==> config.mk <==
export PLATFORM = sky130hd
export DESIGN_NAME = reser_sad_chroma
export DESIGN_NICKNAME = d
export VERILOG_FILES = /design/src/rtl/reser_sad_chroma_pkg.sv /design/src/rtl/reser_sad_chroma_row_sad.sv /design/src/rtl/reser_sad_chroma.sv
export SDC_FILE = /design/constraint.sdc
export NUM_CORES = 2
export LEC_CHECK = 0
export ABC_CLOCK_PERIOD_IN_PS = 21700
export CORE_AREA = 2 2 266 268
export CTS_CLUSTER_SIZE = 8
export DETAILED_ROUTE_END_ITERATION = 8
export DIE_AREA = 0 0 268 270
export PLACE_DENSITY = 0.82
export SKIP_CTS_REPAIR_TIMING = 1
export SYNTH_ARGS = -nofsm -noshare
export SYNTH_HDL_FRONTEND = slang
export SYNTH_SLANG_ARGS = --single-unit
==> constraint.sdc <==
create_clock -name clk -period 21.7 [get_ports clk]
set_clock_uncertainty 0.15 [all_clocks]
set_input_delay 4.34 -clock clk [delete_from_list [all_inputs] [get_ports clk]]
set_output_delay 4.34 -clock clk [all_outputs]
set_load 0.02 [all_outputs]
==> src/rtl/reser_sad_chroma_pkg.sv <==
// Shared constants and helpers for the chroma residual / SAD mode-decision stage.
package intra_pkg;

    localparam int MODE_V     = 0;
    localparam int MODE_H     = 1;
    localparam int MODE_DC    = 2;
    localparam int MODE_PLANE = 3;

    typedef enum logic {
        ST_IDLE,
        ST_FULL
    } state_t;

    // Block SAD width: every lane of every row at full scale must fit.
    function automatic int sadw(input int blk, input int w);
        return w + 2 * $clog2(blk);
    endfunction

    function automatic int row_bits(input int lanes, input int w);
        return lanes * w;
    endfunction

endpackage

==> src/rtl/reser_sad_chroma_row_sad.sv <==
// Sum of absolute residuals across one row of one prediction mode (combinational).
module row_sad
    import intra_pkg::*;
#(
    parameter int BLK = 8,
    parameter int W   = 8
) (
    input  logic [row_bits(BLK, W+1)-1:0] i_res,
    output logic [W+$clog2(BLK)-1:0]      o_sad
);

    localparam int OW = W + $clog2(BLK);

    logic signed [W:0] w_lane;
    logic [W-1:0]      w_abs;
    logic [OW-1:0]     w_sum;

    // |r| of a W+1-bit residual never exceeds 2^W-1, so W bits hold it exactly.
    always_comb begin
        w_lane = '0;
        w_abs  = '0;
        w_sum  = '0;
        for (int l = 0; l < BLK; l++) begin
            w_lane = signed'(i_res[l*(W+1) +: W+1]);
            w_abs  = w_lane[W] ? W'(-w_lane) : w_lane[W-1:0];
            w_sum  = w_sum + OW'(w_abs);
        end
    end

    assign o_sad = w_sum;

endmodule

==> src/rtl/reser_sad_chroma.sv <==
// Streaming chroma residual stage: per-mode residual rows, block SAD and best-mode pick.
module reser_sad_chroma
    import intra_pkg::*;
#(
    parameter int BLK    = 8,
    parameter int W      = 8,
    parameter int NMODES = 4,
    parameter int SADW   = sadw(BLK, W)
) (
    input  logic                            clk,
    input  logic                            reset,
    input  logic                            in_valid,
    output logic                            in_ready,
    input  logic [BLK*W-1:0]                mb_row,
    input  logic [NMODES*BLK*W-1:0]         pred_row,
    output logic                            out_valid,
    input  logic                            out_ready,
    output logic [NMODES*BLK*(W+1)-1:0]     out_row,
    output logic [$clog2(BLK)-1:0]          out_idx,
    output logic                            out_last,
    output logic [NMODES*SADW-1:0]          sad,
    output logic [$clog2(NMODES)-1:0]       best_mode
);

    localparam int IW  = $clog2(BLK);
    localparam int MW  = $clog2(NMODES);
    localparam int RW  = W + IW;
    localparam int RSW = W + 1;
    localparam int ROWW = BLK * RSW;

    state_t                   r_state;
    state_t                   w_next;
    logic [IW-1:0]            r_row_cnt;
    logic [SADW-1:0]          r_acc [NMODES];
    logic [NMODES*ROWW-1:0]   r_out_row;
    logic [IW-1:0]            r_out_idx;
    logic                     r_out_last;
    logic [NMODES*SADW-1:0]   r_sad;
    logic [MW-1:0]            r_best;

    logic [NMODES*ROWW-1:0]   w_res;
    logic [RW-1:0]            w_row_sad [NMODES];
    logic [SADW-1:0]          w_new_sad [NMODES];
    logic [SADW-1:0]          w_min;
    logic [MW-1:0]            w_best;
    logic                     w_accept;
    logic                     w_last;

    // Zero-extended subtraction keeps the full -(2^W-1)..2^W-1 range without wrap.
    for (genvar m = 0; m < NMODES; m++) begin : g_mode
        for (genvar l = 0; l < BLK; l++) begin : g_lane
            assign w_res[(m*BLK+l)*RSW +: RSW] =
                {1'b0, mb_row[l*W +: W]} - {1'b0, pred_row[(m*BLK+l)*W +: W]};
        end

        row_sad #(.BLK(BLK), .W(W)) u_row_sad (
            .i_res (w_res[m*ROWW +: ROWW]),
            .o_sad (w_row_sad[m])
        );

        assign w_new_sad[m] = r_acc[m] + SADW'(w_row_sad[m]);
    end

    // Strict less-than scan so ties keep the lowest mode index.
    always_comb begin
        w_min  = w_new_sad[0];
        w_best = '0;
        for (int m = 1; m < NMODES; m++) begin
            if (w_new_sad[m] < w_min) begin
                w_min  = w_new_sad[m];
                w_best = MW'(m);
            end
        end
    end

    assign out_valid = (r_state == ST_FULL);
    assign in_ready  = !out_valid || out_ready;
    assign w_accept  = in_valid && in_ready;
    assign w_last    = (r_row_cnt == IW'(BLK - 1));

    always_comb begin
        w_next = r_state;
        case (r_state)
            ST_IDLE: if (w_accept) w_next = ST_FULL;
            ST_FULL: if (out_ready && !in_valid) w_next = ST_IDLE;
            default: w_next = ST_IDLE;
        endcase
    end

    always_ff @(posedge clk or negedge reset) begin
        if (!reset) begin
            r_state    <= ST_IDLE;
            r_row_cnt  <= '0;
            r_out_row  <= '0;
            r_out_idx  <= '0;
            r_out_last <= 1'b0;
            r_sad      <= '0;
            r_best     <= '0;
            for (int m = 0; m < NMODES; m++) r_acc[m] <= '0;
        end else begin
            r_state <= w_next;
            if (w_accept) begin
                r_out_row  <= w_res;
                r_out_idx  <= r_row_cnt;
                r_out_last <= w_last;
                r_row_cnt  <= w_last ? '0 : r_row_cnt + IW'(1);
                for (int m = 0; m < NMODES; m++) begin
                    if (w_last) begin
                        r_acc[m]                <= '0;
                        r_sad[m*SADW +: SADW]   <= w_new_sad[m];
                    end else begin
                        r_acc[m]                <= w_new_sad[m];
                    end
                end
                if (w_last) r_best <= w_best;
            end
        end
    end

    assign out_row   = r_out_row;
    assign out_idx   = r_out_idx;
    assign out_last  = r_out_last;
    assign sad       = r_sad;
    assign best_mode = r_best;

endmodule

==> impl_results.md <==
* Post-Syn Nets at 5409
* Post-synth top area share at 26.8%
* Tcrit/Tclk final at a little over four fifths
* Core area at between 0.06 and 0.07 mm²
* Synthesized area per cell at 8.63 µm²
* WS Path Type: input pin to flop
* Sequential share of the synthesized area at 26.8%
* Gp weighted congestion at ~1
* Post-synthesis compound-gate area fraction at between 10 and 15%
* Fin Hold WS at ~320 ps
* Fill cell count at 5564
* Final ANT Viol Nets at 0
* Fin. Hold Viols at 0
* Fraction of layout cells with a size suffix above 1 at 2.99%
* Metal3 WL at 14.5 mm
* Non-filler instance count after layout at 6051
* CP Launch Point: mb_row[1]
* Placed cell count at just under 6k
* GRT overflow at 0
* IO buf count at just under 700
* Crit path largest cell delay at 730 ps
* CTS root buf: clkbuf_16
* Yosys cell types at ~70
* Cells after Synth at 4429
* Drt pass-1 iters at 5
* Synth area leaders: dfrtp_1 27%, ha_1 15%, fa_1 10%
* Setup TNS Final at 0 ps
* Area growth syn-to-layout at 24.4%
* Layout net count at around 6.1k
* Simple-gate share of the synthesized area at 13.7%
* Critical path capture point type: flop
* H-tree Lvls at 2
* Vias per cell at 5.64
* Die height at 270 µm
* Largest family of logic cells by synthesized area: adder cells
* Setup violators final at 0
* Worst-skew pair later-pin latency at 650 ps
* Metal2 WL at between 60 and 70 mm
* Layout Utilization at 68.4%
* Worst-margin pin slew at a little over 1000 ps
* Count leader, synth: nand2_1
* Vias at 34.1k
* Min-Delay Path Depth at 2
* Row count at 97
* Vias in the first global route at 33.7k
* CP dominant cell by count: a21oi_1
* Drt total wl at 144 mm
* Status: complete, no violations
* Die Span X at between 200 and 300 µm
* Mapped Area at 0.0382 mm²
* Worst r2r dst: best_mode[0]
* First-pass GRT wire length at roughly 210 mm
* IO Pins at around 680
* CP max-delay cell: a21oi_1
* GR Util All Layers at 39.6%
* CP max FO at 18
* Clk sinks at 410
* Min-Delay Path Class: flop to flop
* Max Used Layer: met5
* Asr flop ratio synth at 100%
* Hold wc startpoint: sad[53]
* Starting Density at 55.0%
* Cells on worst reg2reg path at 38
* WL/cell at 23.8 µm
* DRT met1 WL at 57.4 mm
* Max-Cap Viols at 0
* Leading area contributor after synthesis: dfrtp_1
* DRC at 0
* Initial DRC count at around 2.7k
* WP data arrival at 18650 ps
* Largest net degree at the start of global routing at 104
* Dpl hpwl at between 100 and 150 mm
* Worst hold path endpoint: sad[53]
* Synth Area in XOR/XNOR at 11.3%
* Startpoint types: input pin
* R2R setup slack at 13540 ps
* RSZ-0062 raised after global routing: no
* Adder-cell share of the synthesized area at about a quarter
* Synth Flop Type: dfrtp_1
* Die ar. at 0.0724 mm²
* Max-slew headroom at 31.6%
* CP required at 22140 ps
* Crit Reg-Reg Startpoint: r_acc[28]
* Count of final max-slew check failures at 0
* Initial antenna violation count at 24
* Number of synthesized flops with an enable pin at 0
* Clk buf depth at 3
* CTS tree: built
* CTS Buf Count at 58
* Max frequency at 0.0549 GHz
* Final min period at 18210 ps
* Synth warnings at 0
* Mux contribution to synthesized area at under 10%
* Top post-synthesis cells by count: 734 x nand2_1, 596 x inv_1, 464 x ha_1
* Worst-path clk slew at 60 ps
* #FFs+latches synth at 410
-- kinds of logic (layout without fill, tap and decap cells) --
| group | Yosys count | after routing |
|---|---|---|
| and+or+nand+nor | 1223 | 1223 |
| AOI/OAI and AO/OA | 886 | 886 |
| buffers and inverters | 702 | 1364 |
| adders and majority gates | 657 | 657 |
| xor gates and xnor gates | 492 | 492 |
| DFF | 410 | 410 |
| muxes | 59 | 59 |
| other | 0 | 20 |
-- per-stage QoR --
step	worst slack, ps	area, µm²
after floorplan	5320	38200
after detailed placement	2970	45900
final	3490	47500
after global routing	2280	47500
after global placement	3170	45900
after CTS	3620	47500
-- worst max path at each step --
| stage | to | slack (ps) | cells past startpoint |
|---|---|---|---|
| floorplan | best_mode[0] | 5320 | 64 |
| global placement | best_mode[0] | 3170 | 62 |
| detailed placement | best_mode[0] | 2970 | 64 |
| CTS | best_mode[0] | 3620 | 64 |
| global route | best_mode[0] | 2280 | 65 |
| finish | best_mode[0] | 3490 | 62 |
-- critical path: cells and delay by family --
family	cells	cell delay, ps
AOI/OAI and AO/OA	26	5570
xor gates and xnor gates	3	940
adders and majority gates	12	4660
buffers and inverters	7	1200
muxes	1	150
and+or+nand+nor	13	1720
-- placed cells by master (no fill, tap or decap), drive strengths merged, types with 68 or more instances in the layout --
cell / instances
a21o: 165
a21oi: 241
clkbuf: 68
clkdlybuf4s50: 674
dfrtp: 410
fa: 192
ha: 464
inv: 598
nand2: 734
nand3: 76
nor2: 187
nor2b: 86
o21ai: 287
o21bai: 90
xnor2: 335
xor2: 157
-- metal layers --
| layer | track usage, % | vias up |
|---|---|---|
| met4 | 21.9 | 20 |
| met2 | 59.9 | 1628 |
| met1 | 52.3 | 16400 |
| met5 | 0 | - |
| met3 | 9.11 | 394 |
| li1 | - | 15700 |
-- flip-flops by register name, indices dropped and copies added, names as in the netlist --
name / flops
out_row: 288
r_acc: 56
sad: 56
out_idx: 3
r_row_cnt: 3
best_mode: 2
out_last: 1
out_valid: 1
-- area by class of cell --
class	count	area (µm²)	share of cell area, %
multi-input combinational	3317	25300	53.3
sequential	410	10300	21.6
timing repair buffer	697	6930	14.6
inverter	596	2240	4.71
clock buffer	68	1530	3.22
tap	940	1180	2.47
antenna	20	50.0	0.105
clock inverter	3	33.8	0.0711
Power is not shown: default switching activity piles up to over one toggle a cycle in this logic, so the estimate is an artifact.
